### src/rtl/psw_ramp_seq.sv
// Header power-switch sequencer: staggers segment turn-on/turn-off with a latched gap
// so the rail decap absorbs each inrush step. Optional macro PSW_FAST_OFF_EN: one-edge turn-off.
module psw_ramp_seq #(
  parameter int NSEG = 4,
  parameter int DW   = 8
) (
  input  logic            ck,
  input  logic            rst,
  input  logic            pwr_req,
  input  logic [DW-1:0]   step_dly,
  output logic [NSEG-1:0] sw_en,
  output logic            pwr_ack,
  output logic            busy
);

  typedef enum logic [1:0] {S_OFF, S_RAMP_UP, S_ON, S_RAMP_DOWN} state_t;

  state_t          state_q, state_d;
  logic [NSEG-1:0] sw_en_q, sw_en_d;
  logic [DW-1:0]   cnt_q, cnt_d;
  logic [DW-1:0]   gap_q, gap_d;
  logic            pwr_ack_q, pwr_ack_d;
  logic            busy_q, busy_d;

  logic            expired;
  logic            full;
  logic [NSEG-1:0] sw_up, sw_dn;

  // Thermometer code: stepping up/down is a one-bit shift.
  assign expired = (cnt_q == '0);
  assign full    = &sw_en_q;
  assign sw_up   = {sw_en_q[NSEG-2:0], 1'b1};
  assign sw_dn   = {1'b0, sw_en_q[NSEG-1:1]};

  always_comb begin
    state_d = state_q;
    sw_en_d = sw_en_q;
    cnt_d   = cnt_q;
    gap_d   = gap_q;
    case (state_q)
      S_OFF: begin
        if (pwr_req) begin
          state_d = S_RAMP_UP;
          sw_en_d = NSEG'(1);
          gap_d   = step_dly;
          cnt_d   = step_dly;
        end
      end
      S_RAMP_UP: begin
        if (!expired) begin
          cnt_d = cnt_q - 1'b1;
        end else if (pwr_req) begin
          if (full) begin
            // Settle interval done: rail is good.
            state_d = S_ON;
            cnt_d   = '0;
          end else begin
            sw_en_d = sw_up;
            cnt_d   = gap_q;
          end
        end else begin
`ifdef PSW_FAST_OFF_EN
          sw_en_d = '0;
          cnt_d   = '0;
          state_d = S_OFF;
`else
          sw_en_d = sw_dn;
          cnt_d   = gap_q;
          state_d = (sw_dn == '0) ? S_OFF : S_RAMP_DOWN;
`endif
        end
      end
      S_ON: begin
        if (!pwr_req) begin
          gap_d = step_dly;
`ifdef PSW_FAST_OFF_EN
          sw_en_d = '0;
          cnt_d   = '0;
          state_d = S_OFF;
`else
          sw_en_d = sw_dn;
          cnt_d   = step_dly;
          state_d = S_RAMP_DOWN;
`endif
        end
      end
      S_RAMP_DOWN: begin
        if (!expired) begin
          cnt_d = cnt_q - 1'b1;
        end else if (!pwr_req) begin
          sw_en_d = sw_dn;
          cnt_d   = gap_q;
          state_d = (sw_dn == '0) ? S_OFF : S_RAMP_DOWN;
        end else begin
          sw_en_d = sw_up;
          cnt_d   = gap_q;
          state_d = S_RAMP_UP;
        end
      end
      default: begin
        state_d = S_OFF;
        sw_en_d = '0;
        cnt_d   = '0;
      end
    endcase
    pwr_ack_d = (state_d == S_ON);
    busy_d    = (state_d == S_RAMP_UP) || (state_d == S_RAMP_DOWN);
  end

  always_ff @(posedge ck) begin
    if (rst) begin
      state_q   <= S_OFF;
      sw_en_q   <= '0;
      cnt_q     <= '0;
      gap_q     <= '0;
      pwr_ack_q <= 1'b0;
      busy_q    <= 1'b0;
    end else begin
      state_q   <= state_d;
      sw_en_q   <= sw_en_d;
      cnt_q     <= cnt_d;
      gap_q     <= gap_d;
      pwr_ack_q <= pwr_ack_d;
      busy_q    <= busy_d;
    end
  end

  assign sw_en   = sw_en_q;
  assign pwr_ack = pwr_ack_q;
  assign busy    = busy_q;

endmodule

### config.mk
export PLATFORM = sky130hd
export DESIGN_NAME = psw_ramp_seq
export DESIGN_NICKNAME = d
export VERILOG_FILES = /design/src/rtl/psw_ramp_seq.sv
export SDC_FILE = /design/constraint.sdc
export NUM_CORES = 1
export LEC_CHECK = 0
export ABC_AREA = 0
export CORE_ASPECT_RATIO = 0.75
export CORE_UTILIZATION = 45
export DETAILED_ROUTE_END_ITERATION = 16
export DONT_BUFFER_PORTS = 1
export GPL_TIMING_DRIVEN = 0
export PLACE_DENSITY = 0.67
export SLEW_MARGIN = 20
export SYNTH_ARGS = -nofsm -noshare
export SYNTH_HDL_FRONTEND = slang
export SYNTH_SLANG_ARGS = --single-unit
### constraint.sdc
create_clock -name ck -period 1.67 [get_ports ck]
set_clock_uncertainty 0.15 [all_clocks]
set_input_delay 0.167 -clock ck [delete_from_list [all_inputs] [get_ports ck]]
set_output_delay 0.167 -clock ck [all_outputs]
set_load 0.01 [all_outputs]
==> results.yml, run 1 <==
min_path:
  hold_end: "cnt_q[7]"
  whs_path_depth: 3
  worst_hold_path_type: "input pin to register"
  hp-start: "step_dly[7]"
grt:
  global_route.overflow_total: 0
  grt_use_total_pct: 25.32
  grt_max_degree: 13
  grt_pass1_wl_um: 6106
  vias_in_the_first_global_route: 1243
  antenna_found_initial: 0
logic_synthesis:
  post_synth_inst_count: 160
  synthFlopType: "sky130_fd_sc_hd__dfxtp_1"
  synth_enable_flop_cells: 0
  synthesis.yosys.warnings: 0
  ys_seq_area_share_pct: 33.70
  synth.avg_cell_area_um2: 8.539
  synth_area_leaders: "sky130_fd_sc_hd__dfxtp_1 34%, sky130_fd_sc_hd__nand2_1 7.7%, sky130_fd_sc_hd__a21oi_1 6.2%"
  postSynth.asyncResetShare_pct: 0
  syn_nets: 172
  syn_area_um2: 1366
  post-synth-top-area-cell: "sky130_fd_sc_hd__dfxtp_1"
  ys_seq_elements: 23
  synth.distinct_cells: 50
  synth.top_cell.area_share_pct: 33.70
layout:
  final_nets: 202
  post_layout_nonfiller_instances: 225
  antennaDiodeCount: 0
  layout.cells.most_common_list: "27 x sky130_fd_sc_hd__nand2_1, 18 x sky130_fd_sc_hd__buf_4, 17 x sky130_fd_sc_hd__a21oi_1"
  layout.core_utilization_pct: 64.55
  post_route_cells_drive_above_1_share_pct: 32.28
  mostFrequentLayoutCell: "sky130_fd_sc_hd__nand2_1"
  areaGrowthSynthToFinish_pct: 29.58
floorplan:
  core.rowCount: 16
  die_height_um: 49.72
  initial_utilization_pct: 49.82
  boundaryPins: 17
  dieWidth_um: 65.63
  die_area_um2: 3263
  design.core.area_um2: 2743
clocking:
  clock_path_buffers: 2
  tritoncts: "done"
  cts.sinks: 23
  htree_levels: 1
  clock_slew_at_the_register_clock_pins_of_the_worst_setup_and_hold_paths_ns: 0.09
  tritoncts.num_buffers: 3
  cts_root_buffer: "sky130_fd_sc_hd__clkbuf_8"
  clock_latency_late_sink_ns: 0.27
drt:
  route.antenna.remaining_nets: 0
  routed-via-count: 1361
  route.detailed.vias_per_inst: 6.049
  drt_first_pass_iters: 4
  route.detailed.wl_per_inst_um: 17.12
  post_route_drc_violation_count: 0
  drt_wl_total_um: 3851
  dr.first_iter.drc_count: 124
sta:
  grt_setup_unrepaired: "true"
  timing.final.hold_violations: 0
  fin_crit_sh_pct: 99.63
  post-route-worst-setup-slack_ns: 0.006190
  hold_slack_ns: 0.01886
  min_period_ns: 1.664
  max_slew.worst_pin.slew_ns: 0.5103
  timing.fmax_mhz: 601.0
  report.final.setup_viol: 0
  maxSlewViolCount: 0
  timing.slew.headroom_pct: 65.98
place:
  place.detailed.hpwl_um: 2432
  post-place-ws_ns: -0.2335
  portBuffers: 0
  place.gp.congestion: 0.9200
  dp.cells: 196
worst_setup_path:
  timing.critical_path.buf_inv: 2
  worst_path_required_time_ns: 1.69
  critical_path.cell_chain: "inv_2 > ha_4 > and4_1 > buf_6 > a21oi_4 > mux2_4"
  r2r_end: "sw_en[2]"
  timing.critical_path.fanout_max: 4
  r2r_cells: 6
  rrSetupSlack_ns: 0.006
  critPathTopFamily: "flip-flops"
  critPathLaunchType: "register"
  worst_path_max_delay_cell: "sky130_fd_sc_hd__dfxtp_4"
  worstReg2RegStart: "cnt_q[1]"
  critical_path_arrival_ns: 1.68
  worst_setup_path_end_kind: "register"
  cpPeakStageDelay_ns: 0.36
  class_of_the_most_critical_setup_path: "register to register"
power_and_ir_drop:
  pwr_total_mw: 1.499
  cellPowerDensity_nw_per_um2: 846.6
  vdd_drop_max_v: 0.0004672
  p_leak_nw: 0.6751
status:
  outcome: "completed"
flow_run:
  cap_viol_max_count: 0
what timing repair did:
item / CTS / global route
buffers inserted: 15 / 3
endpoints found under the hold margin: 10 / 0
pin swaps: 6 / 11
resized for setup: 15 / 16
setup endpoints to repair: 20 / 11
hold buffers: 8 / 0
where the power goes:
group	switching (mW)	internal (mW)	leakage (nW)	total [mW]
clock	0.183	0.171	0.0228	0.354
combinational	0.257	0.236	0.458	0.493
sequential	0.0562	0.596	0.194	0.652
worst max path at each step:
stage,slack (ns),depth (start not counted),endpoint,start
6_report,0.006,6,sw_en[2],cnt_q[1]
5_1_grt,-0.05,5,pwr_ack,cnt_q[3]
4_1_cts,0.0003,5,sw_en[2],state_q[1]
3_5_place_dp,-0.23,5,sw_en[2],state_q[1]
3_3_place_gp,-0.21,5,sw_en[2],state_q[1]
2_1_floorplan,-0.007,5,sw_en[1],state_q[1]
worst min-delay path, delay by kind of cell:
family          cells  cell delay (ns)
simple gates        1             0.06
compound gates      2             0.17
Yosys cell counts, types with 2 or more instances:
cell type / instances
sky130_fd_sc_hd__a21oi_1: 17
sky130_fd_sc_hd__nor2_1: 3
sky130_fd_sc_hd__nand2_1: 28
sky130_fd_sc_hd__nor4_1: 3
sky130_fd_sc_hd__nor2b_1: 2
sky130_fd_sc_hd__clkbuf_1: 4
sky130_fd_sc_hd__inv_1: 5
sky130_fd_sc_hd__buf_4: 2
sky130_fd_sc_hd__mux2i_1: 5
sky130_fd_sc_hd__nand3_1: 9
sky130_fd_sc_hd__buf_6: 2
sky130_fd_sc_hd__mux2_2: 2
sky130_fd_sc_hd__mux2_4: 2
sky130_fd_sc_hd__o21ai_0: 5
sky130_fd_sc_hd__nor3_4: 2
sky130_fd_sc_hd__a22oi_1: 2
sky130_fd_sc_hd__dfxtp_1: 23
sky130_fd_sc_hd__nand2b_1: 4
sky130_fd_sc_hd__a221oi_2: 2
sky130_fd_sc_hd__nor3_1: 3
sky130_fd_sc_hd__and3_1: 2
sky130_fd_sc_hd__o211ai_1: 3
sky130_fd_sc_hd__a31oi_1: 3
logic make-up (layout without fill, tap and decap cells):
logic type      after synthesis  after routing  share of synthesized area [%]
simple gates                 63             63                          25.55
compound gates               45             45                          22.71
flops                        23             23                          33.70
buf+inv                      15             44                          5.768
mux                          10             10                          8.333
xor+xnor                      3              3                          3.023
fa+ha+maj                     1              1                         0.9156
layout make-up:
| class | instances | area [µm²] |
|---|---|---|
| multi-input cells | 122 | 894.6 |
| plain buffers | 8 | 47.55 |
| repair buffers | 26 | 231.5 |
| well taps | 36 | 45.04 |
| flip-flops and latches | 23 | 481.7 |
| fillers | 212 | 972.2 |
| inverters | 6 | 25.02 |
| clock buffers | 4 | 45.04 |
per-stage QoR:
stage          setup TNS (ns)  cell area [µm²]
2_1_floorplan        -0.01408             1370
5_1_grt               -0.2638             1770
3_3_place_gp           -1.098             1415
4_1_cts                     0             1715
6_report                    0             1770
3_5_place_dp           -1.615             1415
state kept, by name, summed over array words and instances (netlist names):
signal / cells
cnt_q: 8
gap_q: 8
sw_en: 4
busy: 1
pwr_ack: 1
state_q: 1
per-layer routing:
metal / share of wire [%] / track usage, %
met1: 44 / 37.75
met2: 45 / 35.37
met3: 10 / 7.870
met4: 0.80 / 4.710
met5: 0 / 0
Note: power is estimated with default switching activity, not from simulation.
==> run 2, diff against run 1 <==
--- a/config.mk
+++ b/config.mk
@@ -5,8 +5,7 @@
 export SDC_FILE = /design/constraint.sdc
 export NUM_CORES = 1
 export LEC_CHECK = 0
-export ABC_AREA = 0
-export CORE_ASPECT_RATIO = 0.75
+export ABC_AREA = 1
 export CORE_UTILIZATION = 45
 export DETAILED_ROUTE_END_ITERATION = 16
 export DONT_BUFFER_PORTS = 1
==> results.yml, run 2 <==
floorplan:
  die_area_um2: 3333
  design.core.area_um2: 2853
  die_height_um: 57.73
  dieWidth_um: 57.73
  initial_utilization_pct: 48.99
  boundaryPins: 17
  core.rowCount: 19
status:
  outcome: "completed"
clocking:
  cts_root_buffer: "sky130_fd_sc_hd__clkbuf_4"
  clock_latency_late_sink_ns: 0.32
  tritoncts: "done"
  htree_levels: 1
  tritoncts.num_buffers: 3
  clock_slew_at_the_register_clock_pins_of_the_worst_setup_and_hold_paths_ns: 0.13
  clock_path_buffers: 2
  cts.sinks: 23
layout:
  areaGrowthSynthToFinish_pct: 16.56
  layout.cells.most_common_list: "63 x sky130_fd_sc_hd__nand2_1, 21 x sky130_fd_sc_hd__inv_1, 21 x sky130_fd_sc_hd__nor2_1"
  multi_input_area_um2: 818.3
  mostFrequentLayoutCell: "sky130_fd_sc_hd__nand2_1"
  post_route_cells_drive_above_1_share_pct: 17.83
  area.sequential_um2: 467.9
  post_layout_nonfiller_instances: 261
  layout.core_utilization_pct: 57.11
  stdcell_area_um2: 1629
  num-fill-cells: 287
  final_nets: 243
  antennaDiodeCount: 0
worst_setup_path:
  critical_path.cell_chain: "nand2_1 > nor2_2 > nand3_2 > nand2_1 > nand2_1 > nand3_1 > a21oi_1"
  timing.critical_path.buf_inv: 0
  critPathLaunchType: "register"
  class_of_the_most_critical_setup_path: "register to register"
  critPathTopFamily: "simple AND/OR/NAND/NOR gates"
  worst_setup_path_end_kind: "register"
  worst_path_required_time_ns: 1.72
  cpPeakStageDelay_ns: 0.45
  critical_path_arrival_ns: 1.65
  timing.critical_path.fanout_max: 8
  path_common_cell: "sky130_fd_sc_hd__nand2_1"
  worst_path_max_delay_cell: "sky130_fd_sc_hd__dfxtp_1"
grt:
  grt_max_degree: 13
  antenna_found_initial: 0
  vias_in_the_first_global_route: 1286
  grt_use_total_pct: 21.45
  global_route.overflow_total: 0
  grt_pass1_wl_um: 5540
logic_synthesis:
  synthesis.yosys.warnings: 0
  synth.distinct_cells: 29
  post-synth-top-area-cell: "sky130_fd_sc_hd__dfxtp_1"
  synth_enable_flop_cells: 0
  synthFlopType: "sky130_fd_sc_hd__dfxtp_1"
  synth.top_cell.area_share_pct: 32.95
  post_synth_inst_count: 212
  synth_area_leaders: "sky130_fd_sc_hd__dfxtp_1 33%, sky130_fd_sc_hd__nand2_1 17%, sky130_fd_sc_hd__nand3_1 6.4%"
  synth.avg_cell_area_um2: 6.592
  ys_seq_elements: 23
  netlist_top_cells_count: "64 x sky130_fd_sc_hd__nand2_1, 23 x sky130_fd_sc_hd__dfxtp_1, 22 x sky130_fd_sc_hd__nor2_1"
  postSynth.asyncResetShare_pct: 0
  synth.most_common_cell: "sky130_fd_sc_hd__nand2_1"
  syn_area_um2: 1398
  ys_seq_area_share_pct: 32.95
  syn_nets: 224
place:
  place_area_um2: 1436
  place.gp.congestion: 0.8505
  dp.cells: 243
  place.detailed.hpwl_um: 2331
  portBuffers: 0
  post-place-ws_ns: -0.07865
drt:
  route.antenna.remaining_nets: 0
  route.detailed.wl_per_inst_um: 12.95
  dr.first_iter.drc_count: 47
  drt_first_pass_iters: 4
  drt_wl_total_um: 3381
  post_route_drc_violation_count: 0
  route.detailed.vias_per_inst: 5.333
  routed-via-count: 1392
sta:
  min_period_ns: 1.599
  hold_slack_ns: 0.09630
  post-route-worst-setup-slack_ns: 0.07091
  maxSlewViolCount: 0
  timing.final.hold_violations: 0
  max_slew.worst_pin.slew_ns: 0.5199
  fin_crit_sh_pct: 95.75
  report.final.setup_viol: 0
  timing.slew.headroom_pct: 65.34
  timing.fmax_mhz: 625.4
power_and_ir_drop:
  cellPowerDensity_nw_per_um2: 1789
  p_leak_nw: 0.7413
  vdd_drop_max_v: 0.0007195
min_path:
  worst_hold_path_type: "input pin to register"
flow_run:
  cap_viol_max_count: 0
run 2: cell types whose count changed in the layout (fill, tap and decap cells not counted), sizes merged, moves of 7 or more:
cell   change
nand2     +43
nor2      +25
nand3      +9
buf       -13
inv       +18
o21ai      +7
run 2: area by class of cell:
class / count / share of cell area (%)
well taps: 31 / 2.381
repair buffers: 14 / 7.834
flip-flops and latches: 23 / 28.73
plain buffers: 5 / 2.611
multi-input cells: 158 / 50.23
inverters: 26 / 6.605
clock buffers: 4 / 1.613
run 2: logic make-up (layout without fill, tap and decap cells):
| logic type | count (synthesis) | after routing | share of synthesized area, % |
|---|---|---|---|
| AND/OR/NAND/NOR | 126 | 126 | 43.33 |
| buffers and inverters | 31 | 49 | 10.47 |
| AO/OA/AOI/OAI | 29 | 29 | 11.10 |
| flip-flops | 23 | 23 | 32.95 |
| XOR/XNOR | 2 | 2 | 1.254 |
| adder cells (fa/ha/maj) | 1 | 1 | 0.8951 |
run 2: worst reg2reg max path, stage by stage (launching register included):
cell and delay, ns:
sky130_fd_sc_hd__dfxtp_1 0.45, sky130_fd_sc_hd__nand2_1 0.10, sky130_fd_sc_hd__nor2_2 0.21, sky130_fd_sc_hd__nand3_2 0.24
sky130_fd_sc_hd__nand2_1 0.14, sky130_fd_sc_hd__nand2_1 0.06, sky130_fd_sc_hd__nand3_1 0.07, sky130_fd_sc_hd__a21oi_1 0.07
run 2: report_power, final:
| group | internal (mW) | switching, mW |
|---|---|---|
| logic | 0.657 | 1.04 |
| clock network | 0.0937 | 0.182 |
| registers | 0.739 | 0.200 |
run 2: stage by stage:
step | setup TNS (ns) | total power, mW
2_1_floorplan | 0 | 2.132
3_3_place_gp | -0.1135 | 2.378
3_5_place_dp | -0.5342 | 2.439
4_1_cts | 0 | 2.782
5_1_grt | -0.01016 | 3.147
6_report | 0 | 2.914
run 2: worst paths after layout:
path / from / endpoint / slack, ns / cells after the start
max: sw_en[0] / cnt_q[2] / 0.07 / 7
min: pwr_req / sw_en[3] / 0.1 / 5
max reg2reg: sw_en[0] / cnt_q[2] / 0.07 / 7
min reg2reg: gap_q[0] / gap_q[0] / 0.33 / 2
run 2: repair_timing:
| item | 4_1_cts | 5_1_grt |
|---|---|---|
| resized for setup | 2 | 10 |
| setup buffers | 2 | 3 |
| pin swaps | 1 | 2 |
| hold buffers | 9 | 0 |
| endpoints found under the hold margin | 16 | 0 |
| endpoints found under the setup margin | 12 | 13 |
run 2: metal layers:
layer / GRT usage, % / vias up / share of wire [%]
li1: - / 710 / -
met1: 27.12 / 652 / 46
met2: 37.87 / 25 / 50
met3: 2.009 / 5 / 2.5
met4: 8.163 / 0 / 1.4
met5: 0 / - / 0
